--- src/rtl/gate_monitor.sv ---
// Gate-pair monitor. It recovers the switching signal from a complementary
// gate pair, measures the dead band of every completed transition, and
// latches a fault on shoot-through, a missing dead band or an over-long one.
//
// state   | meaning
// --------+---------------------------------------------------------------
// S_IDLE  | no stable level seen yet (after reset or fault clear)
// S_HI    | stable g=01, sp_rec=1
// S_LO    | stable g=10, sp_rec=0
// S_DEAD  | inside a dead band (g=00), cnt = number of 00 samples so far
// S_FAULT | fault latched, waiting for clr_fault with g != 11
module gate_monitor #(
  parameter int CW     = 8,
  parameter int MIN_DT = 1,
  parameter int MAX_DT = 16
) (
  input  logic          clk,
  input  logic          rst,
  input  logic [1:0]    g,
  input  logic          clr_fault,
  output logic          sp_rec,
  output logic [CW-1:0] dt_cnt,
  output logic          dt_valid,
  output logic          fault,
  output logic [1:0]    fault_code
);

  typedef enum logic [2:0] {
    S_IDLE,
    S_HI,
    S_LO,
    S_DEAD,
    S_FAULT
  } state_t;

  localparam logic [1:0] G_DEAD = 2'b00;
  localparam logic [1:0] G_HI   = 2'b01;
  localparam logic [1:0] G_LO   = 2'b10;
  localparam logic [1:0] G_ST   = 2'b11;

  localparam logic [1:0] FC_NONE  = 2'b00;
  localparam logic [1:0] FC_SHOOT = 2'b01;
  localparam logic [1:0] FC_SHORT = 2'b10;
  localparam logic [1:0] FC_LONG  = 2'b11;

  localparam logic [CW-1:0] MIN_C = CW'(MIN_DT);
  localparam logic [CW-1:0] MAX_C = CW'(MAX_DT);
  localparam logic [CW-1:0] ONE_C = CW'(1);

  state_t        state;
  logic          origin_hi;
  logic [CW-1:0] cnt;

  // Single registered FSM: every output is written on the edge that samples g.
  always_ff @(posedge clk) begin
    if (rst) begin
      state      <= S_IDLE;
      origin_hi  <= 1'b0;
      cnt        <= '0;
      sp_rec     <= 1'b0;
      dt_cnt     <= '0;
      dt_valid   <= 1'b0;
      fault      <= 1'b0;
      fault_code <= FC_NONE;
    end else begin
      dt_valid <= 1'b0;
      case (state)
        S_IDLE: begin
          case (g)
            G_HI: begin
              state  <= S_HI;
              sp_rec <= 1'b1;
            end
            G_LO: begin
              state  <= S_LO;
              sp_rec <= 1'b0;
            end
            G_ST: begin
              state      <= S_FAULT;
              fault      <= 1'b1;
              fault_code <= FC_SHOOT;
            end
            default: ;
          endcase
        end

        S_HI, S_LO: begin
          if (g == G_ST) begin
            state      <= S_FAULT;
            fault      <= 1'b1;
            fault_code <= FC_SHOOT;
          end else if (g == G_DEAD) begin
            state     <= S_DEAD;
            cnt       <= ONE_C;
            origin_hi <= (state == S_HI);
          end else if ((g == G_LO) == (state == S_HI)) begin
            // direct swap with no dead band at all
            state      <= S_FAULT;
            fault      <= 1'b1;
            fault_code <= FC_SHORT;
          end
        end

        S_DEAD: begin
          if (g == G_ST) begin
            state      <= S_FAULT;
            fault      <= 1'b1;
            fault_code <= FC_SHOOT;
          end else if (g == G_DEAD) begin
            // cnt tops out at MAX_DT, so it can never wrap
            if (cnt >= MAX_C) begin
              state      <= S_FAULT;
              fault      <= 1'b1;
              fault_code <= FC_LONG;
            end else begin
              cnt <= cnt + ONE_C;
            end
          end else if ((g == G_HI) == origin_hi) begin
            // aborted transition: back to where we came from, nothing reported
            state <= origin_hi ? S_HI : S_LO;
          end else if (cnt < MIN_C) begin
            state      <= S_FAULT;
            fault      <= 1'b1;
            fault_code <= FC_SHORT;
          end else begin
            state    <= origin_hi ? S_LO : S_HI;
            sp_rec   <= ~origin_hi;
            dt_cnt   <= cnt;
            dt_valid <= 1'b1;
          end
        end

        S_FAULT: begin
          if (clr_fault && (g != G_ST)) begin
            state      <= S_IDLE;
            fault      <= 1'b0;
            fault_code <= FC_NONE;
          end
        end

        default: state <= S_IDLE;
      endcase
    end
  end

endmodule
--- config.mk ---
export PLATFORM = sky130hd
export DESIGN_NAME = gate_monitor
export DESIGN_NICKNAME = d
export VERILOG_FILES = /design/src/rtl/gate_monitor.sv
export SDC_FILE = /design/constraint.sdc
export NUM_CORES = 1
export LEC_CHECK = 0
export ABC_AREA = 1
export CAP_MARGIN = 20
export CORE_ASPECT_RATIO = 0.8
export CORE_MARGIN = 3
export CORE_UTILIZATION = 59
export CTS_CLUSTER_DIAMETER = 60
export CTS_CLUSTER_SIZE = 14
export DETAILED_ROUTE_END_ITERATION = 10
export PLACE_DENSITY = 0.86
export SLEW_MARGIN = 25
export SYNTH_ARGS = -nofsm -noshare
export SYNTH_HDL_FRONTEND = slang
export SYNTH_SLANG_ARGS = --single-unit
--- constraint.sdc ---
create_clock -name clk -period 2.2 [get_ports clk]
set_input_delay 0.44 -clock clk [delete_from_list [all_inputs] [get_ports clk]]
set_output_delay 0.44 -clock clk [all_outputs]
set_load 0.02 [all_outputs]
==> impl_metrics.py, run 1 <==
metrics = {
    "pwr": {
        "design_power_total_mw": 1.51,
        "peakVddDrop_uv": 496,
        "total_leakage_power_nw": 0.773,
        "power_density_nw_per_um2": 851,
    },
    "global_route": {
        "first_global_vias": 1396,
        "grt_busiest_layer": "met2",
        "use_met3": 0.0874,
        "grt_pass1_wl_um": 6150,
        "pin_count_of_the_biggest_net_entering_global_routing": 18,
        "grtUsageTotal": 0.265,
        "met2_layer_usage_reported_by_global_route": 0.417,
        "grt_util_met1": 0.332,
        "initial_antenna_violation_count": 0,
        "grt-ovfl-total": 0,
    },
    "sta": {
        "finalSetupViolations": 0,
        "clock_skews_ns": 0.00760,
        "finalCritPeriodShare": 0.857,
        "timing_worst_slew_pin_value_ns": 0.421,
        "hold_viol": 0,
        "maximum_clock_frequency_mhz": 531,
        "slew_violations": 0,
        "relSlewSlack": 0.716,
        "rsz0062_at_grt": "no",
        "fin_crit_ns": 1.88,
    },
    "setup_path": {
        "critPathLaunchType": "input pin",
        "worstPathCellList": "clkdlybuf4s50_1 -> inv_1 -> ha_1 -> inv_1 -> nor3_4 -> o21ai_4 -> o21ai_1 -> nor2_1",
        "cp_data_required_time_ns": 2.42,
        "critical_path.max_fanout": 7,
        "critical-path-top-cell-by-count": "inv_1",
        "worstPathBufferInverterCount": 3,
        "number_of_gates_on_the_worst_path_with_buffers_counted": 8,
        "critical-path-slowest-cell": "clkdlybuf4s50_1",
        "timing.reg2reg.worst_path_depth": 8,
        "worst_setup_path_end_kind": "flip-flop",
        "crit_path_max_incr_delay_ns": 0.47,
        "cp_data_arrival_time_ns": 2.11,
        "cp_top_family": "buffers and inverters",
        "timing_worst_setup_path_type": "in -> reg",
    },
    "finish": {
        "final_nets": 257,
        "filler_cell_count": 170,
        "final_layout_size_suffix_gt1_frac": 0.132,
        "post-route-util": 0.783,
        "final_area_um2": 1780,
        "diodes": 0,
        "final_cells": 276,
        "synthToLayoutAreaGrowth_pct": 20.3,
    },
    "synth": {
        "synth.yosys.warnings": 0,
        "mappedNetlistArea_um2": 1480,
        "netlist.area_leader.share": 0.338,
        "synthTopCellsByCount": "44 x nand2_1, 31 x inv_1, 25 x dfxtp_1",
        "synthDominantAreaCellType": "dfxtp_1",
        "postSynthAreaPerCell_um2": 6.91,
        "syn-num-nets": 228,
        "postSynth.topFlopCell": "dfxtp_1",
        "yosysMostFrequentCell": "nand2_1",
        "synth_async_sr_flop_share": 0,
        "synth_unique_cells": 27,
        "yosys_register_bits": 25,
        "synth.area.top_cells": "dfxtp_1 34%, nand2_1 11%, inv_1 7.9%",
        "synthesis.instances": 214,
        "synth.yosys.seq_area_share": 0.338,
        "count_of_flip_flops_with_a_built_in_enable_after_synthesis": 0,
    },
    "clocking": {
        "post_cts_hold_buffer_count": 0,
        "cts.repair.resized": 0,
        "clkSlewWorstSetupHoldPaths_ns": 0.13,
        "numClockSinks": 25,
        "tritoncts.num_buffers": 3,
        "clkLatencyLatePin_ns": 0.33,
        "cts_tree": "built",
        "clock_tree.buffer_depth": 2,
        "postCtsSetupRepairBufs": 0,
        "clock_tree.root_cell": "clkbuf_4",
        "htree_depth": 1,
    },
    "hold_path": {
        "hold-path-cell-count": 2,
        "hold_path.class": "reg -> reg",
    },
    "drt": {
        "detail_route.wirelength_um": 3660,
        "detail_route.wl_per_cell_um": 13.2,
        "routed_vias": 1504,
        "drtPass1Iterations": 5,
        "remaining_drc_errors": 0,
        "route.antenna.remaining_nets": 0,
        "dr.first_iter.drc_count": 82,
        "route.detailed.vias_per_inst": 5.45,
    },
    "placed_design": {
        "routabilityCongestion": 0.948,
        "placedCellCount": 272,
        "dp.final_hpwl_um": 2910,
        "port_buffers": 17,
        "placement.cell_area_um2": 1750,
    },
    "floorplanning": {
        "ioPinCount": 18,
        "fp-row-count": 15,
        "fp.dieH_um": 50.8,
        "die_w_um": 62.0,
        "initial_standard_cell_utilization_of_the_core": 0.651,
        "coreArea_um2": 2270,
        "die_area_um2": 3150,
    },
    "job": {
        "cap_violations": 0,
    },
    "outcome": {
        "status": "completed",
    },
}
-- through the flow --
step	hold WS, ns	worst slack (ns)	setup TNS (ns)
2_1_floorplan	0.446	0.635	0
3_3_place_gp	0.432	0.0360	0
3_5_place_dp	0.438	-0.0220	-0.0305
4_1_cts	0.457	0.323	0
5_1_grt	0.484	0.146	0
6_report	0.455	0.315	0
-- cells in the final DEF (no fill, tap or decap), types with 2 or more instances in the layout --
master	Yosys	final
buf_4	0	10
ha_1	9	9
o21ai_1	2	2
nor3_1	5	5
clkbuf_4	0	3
dfxtp_1	25	25
o21ai_0	15	15
nor2_1	24	24
inv_1	31	31
nor2_2	5	5
a21oi_1	18	18
nand2_1	44	44
inv_2	3	3
nand3_1	11	11
nand4_1	4	4
nand2_2	4	4
clkdlybuf4s50_1	0	17
-- final timing paths --
path | start | endpoint | slack (ns)
setup reg to reg | cnt[0] | dt_cnt[7] | 0.50
hold reg to reg | dt_cnt[3] | dt_cnt[3] | 0.45
hold / removal | dt_cnt[3] | dt_cnt[3] | 0.45
setup / recovery | g[0] | cnt[1] | 0.32
-- worst reg2reg max path, stage by stage, from the launching register on --
cell,delay (ns)
dfxtp_1,0.43
inv_1,0.11
ha_1,0.21
inv_1,0.06
nor2_1,0.05
nand2_1,0.19
nand4_4,0.24
o21ai_0,0.24
a21oi_1,0.08
-- sequential cells by signal, summed over array words and instances, names as in the netlist --
name / cells
origin_hi: 1
cnt: 8
dt_valid: 1
dt_cnt: 8
fault_code: 2
fault: 1
state: 3
sp_rec: 1
-- power breakdown --
part	internal, mW	switching, mW
clock network	0.0712	0.137
logic	0.265	0.460
registers	0.512	0.0694
total	0.848	0.666
-- logic make-up after synthesis --
kind of cell | share of synthesized area
buffers and inverters | 0.0998
AND/OR/NAND/NOR | 0.341
adder cells (fa/ha/maj) | 0.0761
flip-flops | 0.338
XOR/XNOR | 0.00592
AO/OA/AOI/OAI | 0.139
-- metal layers --
metal,up-vias,wire (µm)
met2,77,1690
met1,675,1530
met4,0,90
li1,737,-
met5,-,0
met3,15,345
-- final cells by class --
cell class | instances | area, µm² | area share
well taps | 34 | 42.5 | 0.0239
inverters | 35 | 134 | 0.0752
clock buffers | 4 | 26.3 | 0.0148
repair buffers | 27 | 245 | 0.138
multi-input cells | 151 | 831 | 0.467
flip-flops and latches | 25 | 500 | 0.281
Note: power is estimated with default switching activity, not from simulation.
==> inputs of run 2 (changes only) <==
--- a/config.mk
+++ b/config.mk
@@ -9,11 +9,11 @@
 export CAP_MARGIN = 20
 export CORE_ASPECT_RATIO = 0.8
 export CORE_MARGIN = 3
-export CORE_UTILIZATION = 59
+export CORE_UTILIZATION = 40
 export CTS_CLUSTER_DIAMETER = 60
 export CTS_CLUSTER_SIZE = 14
 export DETAILED_ROUTE_END_ITERATION = 10
-export PLACE_DENSITY = 0.86
+export PLACE_DENSITY = 0.63
 export SLEW_MARGIN = 25
 export SYNTH_ARGS = -nofsm -noshare
 export SYNTH_HDL_FRONTEND = slang
==> run 2 against run 1 <==
- via count is 11% lower
- worst hold slack worse by 0.0072 ns
- combinational power fell by 2%
- global-route usage down 11 points
- sequential power about the same
- highest routed layer unchanged
- total power increased by 2.7%
- first-iteration DRC count rose by 18%
- clock skew increased by 0.0014 ns
- maximum frequency shrank 2.6%
- critical path depth grew 5
- die area rose by 42%
- routed wire length fell by 17%
- largest power group unchanged
==> impl_metrics.py, run 2 (synthesis gave the netlist of run 1 again) <==
metrics = {
    "outcome": {
        "status": "completed",
    },
    "placed_design": {
        "dp.final_hpwl_um": 2390,
        "routabilityCongestion": 0.860,
        "port_buffers": 17,
    },
    "setup_path": {
        "critical-path-top-cell-by-count": "nand2_1",
        "number_of_gates_on_the_worst_path_with_buffers_counted": 13,
        "worst_setup_path_end_kind": "flip-flop",
        "cp_data_required_time_ns": 2.37,
        "timing.critical_path.from": "g[1]",
        "critical-path-slowest-cell": "clkdlybuf4s50_1",
        "worstPathBufferInverterCount": 3,
        "crit_path_max_incr_delay_ns": 0.47,
        "critical_path.max_fanout": 4,
        "r2r-start": "cnt[0]",
        "endpoint": "fault",
        "timing.rr.end": "dt_cnt[3]",
        "timing_worst_setup_path_type": "in -> reg",
        "cp_top_family": "simple AND/OR/NAND/NOR gates",
        "critPathLaunchType": "input pin",
        "cp_data_arrival_time_ns": 2.11,
        "worstPathCellList": "clkdlybuf4s50_1 -> inv_1 -> ha_1 -> inv_1 -> nand2_1 -> nand2_1 -> nand3_1 -> nand2_1 -> nand2_1 -> nor2_2 -> nand2_1 -> nand2_1 -> nor2_1",
        "timing.reg2reg.worst_path_depth": 8,
        "rrSetupSlack_ns": 0.61,
    },
    "drt": {
        "drtPass1Iterations": 4,
        "route.antenna.remaining_nets": 0,
        "routed_vias": 1344,
        "detail_route.wl_per_cell_um": 10.7,
        "route.detailed.vias_per_inst": 4.73,
        "dr.first_iter.drc_count": 97,
        "remaining_drc_errors": 0,
        "detail_route.wirelength_um": 3030,
    },
    "clocking": {
        "post_cts_hold_buffer_count": 0,
        "clock_tree.root_cell": "clkbuf_8",
        "numClockSinks": 25,
        "cts_tree": "built",
        "postCtsSetupRepairBufs": 0,
        "htree_depth": 1,
        "cts.repair.resized": 0,
        "clkSlewWorstSetupHoldPaths_ns": 0.09,
        "clkLatencyLatePin_ns": 0.26,
        "tritoncts.num_buffers": 3,
        "clock_tree.buffer_depth": 2,
    },
    "sta": {
        "maximum_clock_frequency_mhz": 517,
        "finalCritPeriodShare": 0.880,
        "holdWs_ns": 0.448,
        "timing_worst_slew_pin_value_ns": 0.371,
        "hold_viol": 0,
        "clock_skews_ns": 0.00896,
        "slew_violations": 0,
        "rsz0062_at_grt": "no",
        "relSlewSlack": 0.752,
        "finalSetupViolations": 0,
        "fin_crit_ns": 1.94,
    },
    "global_route": {
        "first_global_vias": 1187,
        "grtUsageTotal": 0.150,
        "grt-ovfl-total": 0,
        "initial_antenna_violation_count": 0,
        "grt_pass1_wl_um": 5270,
        "pin_count_of_the_biggest_net_entering_global_routing": 18,
    },
    "hold_path": {
        "hold_path.class": "reg -> reg",
    },
    "pwr": {
        "power_density_nw_per_um2": 860,
        "design_power_total_mw": 1.55,
        "peakVddDrop_uv": 373,
        "total_leakage_power_nw": 0.780,
    },
    "job": {
        "cap_violations": 0,
    },
    "floorplanning": {
        "initial_standard_cell_utilization_of_the_core": 0.423,
        "fp.dieH_um": 60.4,
        "die_w_um": 74.0,
        "die_area_um2": 4470,
        "ioPinCount": 18,
        "coreArea_um2": 3490,
        "fp-row-count": 19,
    },
    "finish": {
        "multi_input_area_um2": 831,
        "final_common_cell": "nand2_1",
        "diodes": 0,
        "synthToLayoutAreaGrowth_pct": 22.3,
        "filler_cell_count": 348,
        "layout_common_cells": "44 x nand2_1, 31 x inv_1, 25 x dfxtp_1",
        "layout.area.seq_um2": 500,
        "final_nets": 257,
        "layout_top_registers": "cnt x8, dt_cnt x8, state x3",
        "final_layout_size_suffix_gt1_frac": 0.132,
    },
}
run 2: per-layer routing:
layer | up-vias | global-route usage | wire (µm)
li1 | 739 | - | -
met1 | 581 | 0.238 | 1700
met5 | - | 0 | 0
met4 | 0 | 0.0258 | 13
met3 | 2 | 0.0348 | 111
met2 | 22 | 0.206 | 1210
run 2: cell type report:
cell class | instances | share of cell area
multi-input combinational | 151 | 0.460
clock buffer | 4 | 0.0249
tap | 42 | 0.0291
timing repair buffer | 27 | 0.136
inverter | 35 | 0.0740
sequential | 25 | 0.277
run 2: worst register-to-register path, stage by stage, from the launching register on:
cell and delay [ns]:
dfxtp_1 0.41, inv_1 0.10, ha_1 0.20, inv_1 0.05, nor2_1 0.04, nand2_1 0.16
nand4_4 0.23, o21ai_0 0.24, a21oi_1 0.05
run 2: worst min path at each step:
stage                            to  cells past startpoint       from  slack, ns
after floorplan              cnt[7]                      2     cnt[7]       0.45
after global placement    dt_cnt[2]                      2  dt_cnt[2]       0.44
after detailed placement  dt_cnt[5]                      2  dt_cnt[5]       0.44
after CTS                 dt_cnt[2]                      2  dt_cnt[2]       0.45
after global routing      dt_cnt[0]                      2  dt_cnt[0]       0.47
final                     dt_cnt[5]                      2  dt_cnt[5]       0.45
run 2: power breakdown:
group	switching (mW)	internal, mW	total, mW
sequential	0.0684	0.512	0.580
combinational	0.443	0.264	0.708
clock	0.138	0.129	0.267
total	0.649	0.905	1.55
run 2: stage by stage:
step	instances	cell area (µm²)	setup slack, ns	setup TNS (ns)	utilization
final	284	1810	0.265	0	0.517
after global routing	284	1810	0.101	0	0.517
after CTS	284	1810	0.277	0	0.517
after detailed placement	280	1760	-0.00768	-0.00895	0.504
after global placement	280	1760	-0.0309	-0.0591	0.504
after floorplan	214	1480	0.635	0	-
==> inputs of run 3 (changes only) <==
--- a/config.mk
+++ b/config.mk
@@ -6,6 +6,7 @@
 export NUM_CORES = 1
 export LEC_CHECK = 0
 export ABC_AREA = 1
+export ABC_CLOCK_PERIOD_IN_PS = 2200
 export CAP_MARGIN = 20
 export CORE_ASPECT_RATIO = 0.8
 export CORE_MARGIN = 3
==> results of run 3 <==
The final DEF is identical to that of run 2; final timing and power are the same.
